$ cat src/rtl/pwm_demod.sv
// PWM-to-sample receiver: measures each PWM period and its high time, then
// recovers floor(high * 2^RESOLUTION / period) with a serial restoring divider.
module pwm_demod #(
  parameter int RESOLUTION = 8,
  parameter int CNT_WIDTH  = 16,
  parameter int TIMEOUT    = 65535
) (
  input  logic                  clk,
  input  logic                  reset_n,
  input  logic                  enable,
  input  logic                  pwm_in,
  output logic [RESOLUTION-1:0] sample,
  output logic                  sample_valid,
  output logic [CNT_WIDTH-1:0]  period,
  output logic                  no_signal,
  output logic                  err_fast
);

  localparam int STAGES = RESOLUTION;
  localparam logic [CNT_WIDTH-1:0] TO_CNT = CNT_WIDTH'(TIMEOUT);

  typedef enum logic [1:0] {
    IDLE    = 2'd0,
    ARM     = 2'd1,
    MEASURE = 2'd2
  } state_t;

  typedef struct packed {
    logic [CNT_WIDTH:0]    rem;
    logic [CNT_WIDTH-1:0]  div;
    logic [RESOLUTION-1:0] quo;
  } div_t;

  state_t                state, state_nx;
  logic [1:0]            sync_q;
  logic                  s, s_d, rise;
  logic [CNT_WIDTH-1:0]  period_cnt, high_cnt;
  logic                  at_timeout;
  logic [STAGES:0]       vld_pipe;
  div_t                  dv;
  logic                  busy;
  logic                  flush, restart, count_en, capture, drop, timeout_hit;
  logic                  div_step, div_last, ge;
  logic [CNT_WIDTH:0]    rem_sh, rem_nx, div_ext;
  logic [RESOLUTION-1:0] quo_nx;

  assign s          = sync_q[1];
  assign rise       = s & ~s_d;
  assign at_timeout = (period_cnt == TO_CNT);
  // busy also covers the strobe cycle, so edges up to RESOLUTION+1 cycles apart collide
  assign busy       = |vld_pipe;

  always_ff @(posedge clk or negedge reset_n) begin
    if (!reset_n) begin
      sync_q <= '0;
      s_d    <= 1'b0;
    end else begin
      sync_q <= {sync_q[0], pwm_in};
      s_d    <= s;
    end
  end

  always_ff @(posedge clk or negedge reset_n) begin
    if (!reset_n) state <= IDLE;
    else          state <= state_nx;
  end

  always_comb begin
    state_nx = state;
    if (!enable) state_nx = IDLE;
    else begin
      case (state)
        IDLE:    state_nx = ARM;
        ARM:     if (rise) state_nx = MEASURE;
        MEASURE: if (!rise && at_timeout) state_nx = ARM;
        default: state_nx = IDLE;
      endcase
    end
  end

  always_comb begin
    flush       = 1'b0;
    restart     = 1'b0;
    count_en    = 1'b0;
    capture     = 1'b0;
    drop        = 1'b0;
    timeout_hit = 1'b0;
    if (!enable || state == IDLE) flush = 1'b1;
    else begin
      case (state)
        ARM: restart = rise;
        MEASURE: begin
          // an edge beats a simultaneous timeout
          if (rise) begin
            restart = 1'b1;
            capture = ~busy;
            drop    = busy;
          end else if (at_timeout) begin
            timeout_hit = 1'b1;
          end else begin
            count_en = 1'b1;
          end
        end
        default: ;
      endcase
    end
  end

  always_ff @(posedge clk or negedge reset_n) begin
    if (!reset_n) begin
      period_cnt <= '0;
      high_cnt   <= '0;
    end else if (flush) begin
      period_cnt <= '0;
      high_cnt   <= '0;
    end else if (restart) begin
      period_cnt <= CNT_WIDTH'(1);
      high_cnt   <= CNT_WIDTH'(1);
    end else if (count_en) begin
      period_cnt <= period_cnt + CNT_WIDTH'(1);
      high_cnt   <= high_cnt + CNT_WIDTH'(s);
    end
  end

  // One restoring step per cycle, quotient MSB first; high < period keeps rem < div.
  always_comb begin
    div_ext  = {1'b0, dv.div};
    rem_sh   = dv.rem << 1;
    ge       = (rem_sh >= div_ext);
    rem_nx   = ge ? (rem_sh - div_ext) : rem_sh;
    quo_nx   = {dv.quo[RESOLUTION-2:0], ge};
    div_step = (|vld_pipe[STAGES-1:0]) & ~flush & ~timeout_hit;
    div_last = vld_pipe[STAGES-1] & ~flush & ~timeout_hit;
  end

  always_ff @(posedge clk or negedge reset_n) begin
    if (!reset_n) begin
      vld_pipe <= '0;
      dv       <= '0;
    end else begin
      vld_pipe <= (flush || timeout_hit) ? '0 : {vld_pipe[STAGES-1:0], capture};
      if (capture) begin
        dv <= '{rem: {1'b0, high_cnt}, div: period_cnt, quo: '0};
      end else if (div_step) begin
        dv.rem <= rem_nx;
        dv.quo <= quo_nx;
      end
    end
  end

  always_ff @(posedge clk or negedge reset_n) begin
    if (!reset_n) begin
      sample       <= '0;
      sample_valid <= 1'b0;
      period       <= '0;
      no_signal    <= 1'b0;
      err_fast     <= 1'b0;
    end else begin
      sample_valid <= 1'b0;
      if (flush) begin
        no_signal <= 1'b0;
        err_fast  <= 1'b0;
      end else begin
        if (drop)    err_fast <= 1'b1;
        if (capture) period   <= period_cnt;
        if (timeout_hit) begin
          sample       <= {RESOLUTION{s}};
          sample_valid <= 1'b1;
          no_signal    <= 1'b1;
        end else if (div_last) begin
          sample       <= quo_nx;
          sample_valid <= 1'b1;
          no_signal    <= 1'b0;
        end
      end
    end
  end

endmodule

$ cat config.mk
export PLATFORM = sky130hd
export DESIGN_NAME = pwm_demod
export DESIGN_NICKNAME = d
export VERILOG_FILES = /design/src/rtl/pwm_demod.sv
export SDC_FILE = /design/constraint.sdc
export NUM_CORES = 1
export LEC_CHECK = 0
export ABC_AREA = 1
export CAP_MARGIN = 30
export CORE_MARGIN = 10
export CORE_UTILIZATION = 55
export CTS_CLUSTER_DIAMETER = 60
export CTS_CLUSTER_SIZE = 10
export DETAILED_ROUTE_END_ITERATION = 8
export PLACE_DENSITY = 0.8
export RECOVER_POWER = 25
export SETUP_SLACK_MARGIN = 0.15
export SLEW_MARGIN = 20
export SYNTH_ARGS = -nofsm -noshare
export SYNTH_HDL_FRONTEND = slang
export SYNTH_SLANG_ARGS = --single-unit
export TNS_END_PERCENT = 30
$ cat constraint.sdc
create_clock -name clk -period 2.02 [get_ports clk]
set_clock_uncertainty 0.15 [all_clocks]
set_input_delay 0.303 -clock clk [delete_from_list [all_inputs] [get_ports clk]]
set_output_delay 0.303 -clock clk [all_outputs]
set_load 0.03 [all_outputs]
; ---- Yosys cells after proc, flatten, opt, wreduce, memory -nomap -nowiden
; Cells that the tools add are included.
[op_classes]
bitwise = 9
order_cmp = 1
reduce_logical = 16
n_mux = 44
n_eq_ne = 5
n_addsub = 3
[op_table]
columns = operator, count
row1 = 2-to-1 mux 16 bit, 9
row2 = 2-to-1 mux 1 bit, 25
row3 = greater-or-equal comparator 17 x 16 -> 1 bit, 1
row4 = adder 16 x 1 -> 16 bit, 1
row5 = "adder 16 x 1 -> 16 bit, second input constant", 1
row6 = "== test 16 bit, second input constant", 1
row7 = 2-to-1 mux 8 bit, 2
row8 = subtractor 16 bit, 1
row9 = 2-to-1 mux 7 bit, 2
row10 = 2-to-1 mux 9 bit, 1
row11 = OR reduction 9 bit, 1
row12 = OR reduction 8 bit, 1
row13 = 2-to-1 mux 2 bit, 3
row14 = "!= test 3 bit, second input constant", 2
row15 = one-hot mux 2 bit (3 select lines), 1
row16 = AND reduction 2 bit, 3
row17 = nonzero test 2 bit, 3
row18 = nonzero test 3 bit, 2
row19 = bitwise AND 1 bit, 5
row20 = NOT 1 bit, 4
row21 = "== test 2 x 1 -> 1 bit, second input constant", 1
row22 = "== test 2 bit, second input constant", 1
row23 = zero test 1 bit, 2
row24 = zero test 2 bit, 1
row25 = other kinds (3), 4
[totals]
inputBits = 4
out_inout_bits = 27
regBits = 112
elab_cells = 92

; ---- Logic depth before layout (Yosys ltp)
; Gate-level depths: netlist of run 1.
[depth]
ltp_word = 10
ltp_mapped = 14
ltp_nobuf = 14

; ---- Least setup slack after synthesis of run 1
; No wires, ideal clock.
[synth_timing]
path_kind = reg2reg
startpoint = register dv, in the netlist div_ext[1]
endpoint = register dv[25] (netlist bit)
t_arrival_ns = 1.805
path_stages_with_launch = 13
setup_slack_ns = -0.052
required_time_ns = 1.754
path_buffers = 1
setup_ns = 0.116
synth_period_minus_slack_ns = 2.072
cell_sequence = dfrtp_1 > inv_1 > ha_1 > ha_1 > nand2_1 > nor2_1 > nand2_1 > nor2_1 > nor2_2 > buf_1 > nand3_1 > nand3_1 > nand2_1
[synth_via]
elab_chain_cells = 4
word_cells_on_any_way = 5
cone_classes = add/sub: 1 / order compare: 1 / mux: 3
[synth_lines]
columns = item, line
row1 = from (decl), 40  ; div_t dv;
row2 = from (signal assigned), 143  ; dv <= '{rem: {1'b0, high_cnt}, div: period_cnt, quo: '0};
row3 = subtractor 16 bit / greater-or-equal comparator 17 x 16 -> 1 bit (equally long branches), "130, 129"
row4 = 2-to-1 mux 16 bit *, 130  ; rem_nx = ge ? (rem_sh - div_ext) : rem_sh;
row5 = 2-to-1 mux 16 bit *, 144  ; end else if (div_step) begin
row6 = 2-to-1 mux 16 bit *, 142  ; if (capture) begin
; Mark *: on every way between the ends. The rest lies on a longest branch, timed or not. The select of a mux whose other input is x is not followed.
; A chain may end at the register's enable or synchronous reset.

; ---- Final worst setup path of run 1
[layout_timing]
startpoint = register dv, in the netlist div_ext[11]
endpoint = register dv[28] (netlist bit)
[layout_via]
elab_chain_cells = 4
[layout_lines]
columns = item, line
row1 = greater-or-equal comparator 17 x 16 -> 1 bit, 129  ; ge = (rem_sh >= div_ext);
row2 = 2-to-1 mux 16 bit, 130
row3 = 2-to-1 mux 16 bit, 144
row4 = 2-to-1 mux 16 bit, 142
; Every way passes these cells. The select of a mux whose other input is x is not followed.

==> reports/metrics.cfg, run 1 <==
[routing]
wl_per_cell_um=17.6
drt_wl_total_um=20200
first_pass_iters=7
dr_total_vias=6576
via_per_inst=5.71
drt_iter0_markers=682
ant_nets=0
drc_errors=0

[critical_path]
startpoint_type=register
path_class=reg -> reg
max_stage_delay_ns=0.41
worstPathRequired_ns=2.14
slowest_stage=dfrtp_1
regToRegSetupSlack_ns=-0.16
cp_data_arrival_time_ns=2.30
cp_cell_sequence=inv_2 -> ha_4 -> nand2_4 -> inv_1 -> nand2_2 -> nand2_2 -> nand2_2 -> nand2_4 -> nor2_4 -> buf_12 -> buf_16 -> nand3b_1 -> nand3_1 -> nand2_1
cpMostUsedCell=nand2_2
end_kind=register
crit_fanout=7

[cells_and_area]
antenna-diode-count=0
drive_gt1_share_pct=30.8
ff_latch_area_um2=2410
nFillCells=675
multi_input_area_um2=3670
area_growth_pct=38.2
nNetsFinal=1035
post-route-util_pct=78.1

[sta]
tightest_slew_ns=1.23
worst_hold_slack_ns=0.206
timing.fmax_mhz=458
drv_slew=0
fin_crit_ns=2.18
setup_viol=21
fin_crit_sh_pct=108
grt_setup_unrepaired=yes
maxSlewHeadroom_pct=17.8
hold_viol=0
fin_ws_ns=-0.162

[die]
die_area_um2=15800
start_util_pct=56.5
die_w_um=126
rows=38
ios=31
die_y_um=126
core_area_um2=10900

[yosys]
synth_edf_count=0
synth_top_family_by_area=simple AND/OR/NAND/NOR gates
yosys.area_share.simple_pct=34.4
yosysMostFrequentCell=nand2_1
syn_area_per_cell_um2=7.17
netlist_top_cells_area=dfrtp_1 (39%), nand2_1 (14%), inv_1 (8.3%)
yosysUniqueCellTypes=35
synth-compound-area-share_pct=6.87
muxShareOfSynthArea_pct=0
synth_async_sr_flop_share_pct=100
yosys.area.top_type_share_pct=39.0
ys_ff_latch=96
synthesis.nets=886
syn-cell-area_um2=6160
netlist_instances=858
synth_ff_type=dfrtp_1
synth_warnings=0
yosys.area_share.xor_xnor_pct=2.13
yosysTopAreaCell=dfrtp_1
ys_seq_area_share_pct=39.0
synth_common_cells=nand2_1 (235), inv_1 (136), dfrtp_1 (96), nand3_1 (86), nor2_1 (67)
synthAdderAreaFrac_pct=5.00

[grt]
track_usage_pct=22.3
grt_pass1_wl_um=29600
grt_max_degree=97
antenna_found_initial=0
first_global_vias=6073
overflow=0

[place]
numPortBuffers=30
gp_congestion=0.962
hpwl_um=12600

[clocking]
clock_latency_ns=0.39
clk_pin_slew_ns=0.11
tritoncts=built
cts_buffers=9
root_buffer=clkbuf_8
htreeDepth=3
cts_sinks=96
clock_path_buffers=2

[pwr]
ir_drop_mv=1.04
p_per_area_nw_per_um2=1060
leakage_nw=4.27

[run_status]
outcome=complete, but fails checks
violations=setup timing

[min_path]
hp-class=reg -> reg

[job]
cap_violations=0

## per-layer routing
metal  vias up  global-route usage [%]  routed length [um]
li1       3019                       -                   -
met1      3151                    28.7                8040
met2       330                    37.6               10200
met3        76                    3.52                1390
met4         0                    7.10                 574
met5         -                       0                   0
## report_power, final
group | internal [mW] | switching [mW]
sequential | 2.07 | 0.137
combinational | 2.47 | 3.07
clock | 0.474 | 0.768
## worst paths after layout
check,to,depth (start not counted),start
max in group asynchronous,dv[24],3,reset_n
min in group asynchronous,vld_pipe[0],3,reset_n
hold reg to reg,sync_q[1],0,sync_q[0]
setup / recovery,dv[28],14,div_ext[11]
setup reg to reg,dv[28],14,div_ext[11]
hold / removal,sync_q[1],0,sync_q[0]
## registers in the layout, indices dropped and copies added, names as in the netlist
name,cells
dv,23
div_ext,16
high_cnt,16
period_cnt,16
vld_pipe,9
sample,8
state,2
sync_q,2
err_fast,1
no_signal,1
s_d,1
sample_valid,1
## final cells by class
type                    instances  area share (%)
clock inverters                 7           0.721
multi-input cells             586            43.1
repair buffers                172            17.9
clock buffers                   9            1.46
well taps                     140            2.06
inverters                     142            6.44
flip-flops and latches         96            28.3
## cells by family (layout without fill, tap and decap cells)
family | count (synthesis) | count (layout)
buffers and inverters | 177 | 330
adders and majority gates | 24 | 24
DFF | 96 | 96
AOI/OAI and AO/OA | 81 | 81
xor gates and xnor gates | 15 | 15
and+or+nand+nor | 465 | 466
## critical path, delay by kind of cell (launching register included)
| family | cells | cell delay [ns] |
|---|---|---|
| simple gates | 9 | 0.86 |
| flops | 1 | 0.41 |
| buf+inv | 4 | 0.40 |
| fa+ha+maj | 1 | 0.22 |
## layout by cell type (no fill, tap or decap), drive strengths merged, types with 2 or more instances in the layout
cell type	n
nand3	87
ha	23
nor2	77
nor3	20
nand4	23
a21oi	19
nand2	243
buf	139
clkinv	2
o22ai	10
o21ai	50
xor2	9
inv	146
clkbuf	13
dlygate4sd2	24
dfrtp	96
dlygate4sd3	2
xnor2	6
nand3b	13
## repair_timing
item / 4_1_cts / 5_1_grt
hold buffers: 1 / 0
pin swaps: 18 / 61
resized for setup: 91 / 116
endpoints found under the setup margin: 89 / 80
hold endpoints to repair: 96 / 0
setup buffers: 10 / 15
cloned: 3 / 1
## through the flow
step | instance area [um^2] | instances | worst slack [ns] | power (mW) | TNS [ns]
global placement | 7460 | 1106 | -0.0336 | 5.99 | -0.302
detailed placement | 7460 | 1106 | -0.151 | 6.08 | -1.68
floorplan | 6300 | 858 | 0.150 | 4.79 | 0
CTS | 8020 | 1136 | -0.0429 | 8.16 | -0.270
finish | 8510 | 1152 | -0.162 | 8.98 | -1.85
global route | 8510 | 1152 | -0.243 | 9.51 | -4.46
No activity file was read; power rests on OpenSTA's default activity.
==> inputs of run 2 (changes only) <==
--- a/config.mk
+++ b/config.mk
@@ -10,7 +10,6 @@
 export CORE_MARGIN = 10
 export CORE_UTILIZATION = 55
 export CTS_CLUSTER_DIAMETER = 60
-export CTS_CLUSTER_SIZE = 10
 export DETAILED_ROUTE_END_ITERATION = 8
 export PLACE_DENSITY = 0.8
 export RECOVER_POWER = 25
==> constraint.sdc (replaced) <==
create_clock -name clk -period 2.02 [get_ports clk]
set_clock_uncertainty 0.15 [all_clocks]
set_input_delay 0.303 -clock clk [delete_from_list [all_inputs] [get_ports clk]]
set_output_delay 0.303 -clock clk [all_outputs]
set_load 0.1 [all_outputs]
==> reports/metrics.cfg, run 2 (synthesized netlist as in run 1, its figures left out) <==
[run_status]
outcome=complete, but fails checks  ; unchanged
violations=setup timing  ; unchanged

[cells_and_area]
largest_reg_flops=23  ; unchanged
post-route-util_pct=81.9  ; was 78.1%
final_cell_mix=nand2_1 (201), buf_4 (151), inv_1 (110), dfrtp_1 (95), nand3_1 (72)  ; was nand2_1 (204), buf_4 (123), inv_1 (116), dfrtp_1 (93), nand3_1 (73)
fin_area_um2=8920  ; was 8510 um^2
top_register=dv  ; unchanged
final_cells=1179  ; was 1,152
layout_commonest_cell=nand2_1  ; unchanged
antenna-diode-count=0  ; unchanged
nNetsFinal=1062  ; was 1,035
drive_gt1_share_pct=35.1  ; was 30.8%
ff_latch_area_um2=2400  ; was 2410 um^2
multi_input_area_um2=3660  ; was 3670 um^2
area_growth_pct=44.9  ; was 38.2%
nFillCells=568  ; was 675

[clocking]
htreeDepth=3  ; unchanged
cts_sinks=96  ; unchanged
cts_buffers=9  ; unchanged
clock_latency_ns=0.38  ; was 0.39 ns
clk_pin_slew_ns=0.11  ; about the same
clock_path_buffers=2  ; unchanged
root_buffer=clkbuf_8  ; unchanged
tritoncts=built  ; unchanged

[sta]
drv_slew=0  ; unchanged
fin_crit_ns=2.27  ; was 2.18 ns
tightest_slew_ns=1.23  ; about the same
fin_ws_ns=-0.254  ; was -0.162 ns
setup_viol=20  ; was 21
maxSlewHeadroom_pct=18.1  ; was 17.8%
grt_setup_unrepaired=yes  ; unchanged
timing.fmax_mhz=440  ; was 458 MHz
hold_viol=0  ; unchanged
worst_hold_slack_ns=0.205  ; was 0.206 ns
fin_crit_sh_pct=113  ; was 108%

[die]
die_y_um=126  ; unchanged
core_area_um2=10900  ; unchanged
ios=31  ; unchanged
rows=38  ; unchanged
start_util_pct=56.5  ; unchanged
die_w_um=126  ; unchanged
die_area_um2=15800  ; unchanged

[grt]
antenna_found_initial=0  ; unchanged
grt_max_degree=97  ; unchanged
first_global_vias=6453  ; was 6,073
grt_pass1_wl_um=31800  ; was 29,600 um
overflow=0  ; unchanged
track_usage_pct=24.0  ; was 22.3%

[place]
placedCellCount=1113  ; was 1,106
hpwl_um=12900  ; was 12,600 um
gp_congestion=0.950  ; was 0.962
numPortBuffers=30  ; unchanged
placed_area_um2=7630  ; was 7460 um^2

[critical_path]
end_kind=register  ; unchanged
cp_data_arrival_time_ns=2.39  ; was 2.30 ns
cp_cell_sequence=inv_2 -> ha_4 -> nand2_1 -> buf_4 -> nor3_4 -> nand2_8 -> buf_12 -> nand2_4 -> nand3_1 -> nand2_1 -> nand2_1  ; was inv_2 -> ha_4 -> nand2_4 -> inv_1 -> nand2_2 -> nand2_2 -> nand2_2 -> nand2_4 -> nor2_4 -> buf_12 -> buf_16 -> nand3b_1 -> nand3_1 -> nand2_1
crit_fanout=4  ; was 7
cpMostUsedCell=nand2_1  ; was nand2_2
path_class=reg -> reg  ; unchanged
slowest_stage=dfrtp_1  ; unchanged
max_stage_delay_ns=0.42  ; was 0.41 ns
startpoint_type=register  ; unchanged
worstPathRequired_ns=2.14  ; about the same

[pwr]
leakage_nw=4.38  ; was 4.27 nW
p_per_area_nw_per_um2=1160  ; was 1060 nW/um^2
ir_drop_mv=1.26  ; was 1.04 mV

[routing]
first_pass_iters=6  ; was 7
ant_nets=0  ; unchanged
wl_per_cell_um=19.4  ; was 17.6 um
dr_total_vias=7110  ; was 6,576
drc_errors=0  ; unchanged
drt_wl_total_um=22900  ; was 20,200 um
drt_iter0_markers=923  ; was 682
via_per_inst=6.03  ; was 5.71

[job]
cap_violations=0  ; unchanged

[min_path]
hp-class=reg -> reg  ; unchanged

## run 2: cell types whose count changed in the layout (fill, tap and decap cells not counted), moves of 3 or more
cell           before  now
buf_12              8   26
o21ai_0            29   37
buf_4             123  151
dlygate4sd2_1      24    0
inv_1             116  110
o21ai_1            17   10
buf_6               5   12
o22ai_1             4    8
nand2_1           204  201
inv_2              21   26
## run 2: through the flow
| stage | setup slack (ns) | total power, mW | setup TNS, ns |
|---|---|---|---|
| 4_1_cts | -0.00712 | 8.55 | -0.00712 |
| 6_report | -0.254 | 10.4 | -2.77 |
| 3_5_place_dp | -0.103 | 6.16 | -1.77 |
| 5_1_grt | -0.301 | 10.7 | -4.36 |
| 2_1_floorplan | 0.150 | 4.83 | 0 |
| 3_3_place_gp | -0.0394 | 6.02 | -0.164 |
## run 2: final cells by class
type,instances,area share [%]
Multi-Input combinational cell,587,41.0
Sequential cell,96,27.0
Timing Repair Buffer,198,21.6
Inverter,142,6.15
Tap cell,140,1.96
Clock buffer,11,1.59
Clock inverter,5,0.716
## run 2: repair_timing
item                                    4_1_cts  5_1_grt
setup buffers                                23       22
hold buffers                                  1        0
endpoints found under the setup margin       62       80
resized for setup                            91       88
pin swaps                                    51       51
gates cloned                                  2        2
endpoints found under the hold margin        96        0
## run 2: critical path: cells and delay by family, from the launching register on
kind,cells,cell delay [ns]
buf+inv,3,0.43
flops,1,0.42
fa+ha+maj,1,0.32
simple gates,7,0.83
## run 2: final timing paths
kind                        startpoint          end  slack, ns  cells after the start
max                        div_ext[13]       dv[37]      -0.25                     11
min                          sync_q[0]    sync_q[1]       0.20                      0
max reg2reg                div_ext[13]       dv[37]      -0.25                     11
min reg2reg                  sync_q[0]    sync_q[1]       0.20                      0
max in group asynchronous      reset_n       dv[24]       0.20                      3
min in group asynchronous      reset_n  vld_pipe[4]       0.66                      3
## run 2: report_power, final
group	switching (mW)	total [mW]	internal, mW	leakage [nW]
sequential	0.148	2.22	2.07	1.31
combinational	3.84	6.78	2.95	2.97
clock	0.744	1.36	0.617	0.100
total	4.73	10.4	5.63	4.38
## run 2: routing by layer
metal  vias to the layer above  global-route usage, %  part of all wire [%]
li1                       3067                      -                     -
met1                      3386                   29.2                    36
met2                       498                   42.1                    49
met3                       159                   3.73                   8.6
met4                         0                   8.31                   6.1
met5                         -                      0                     0
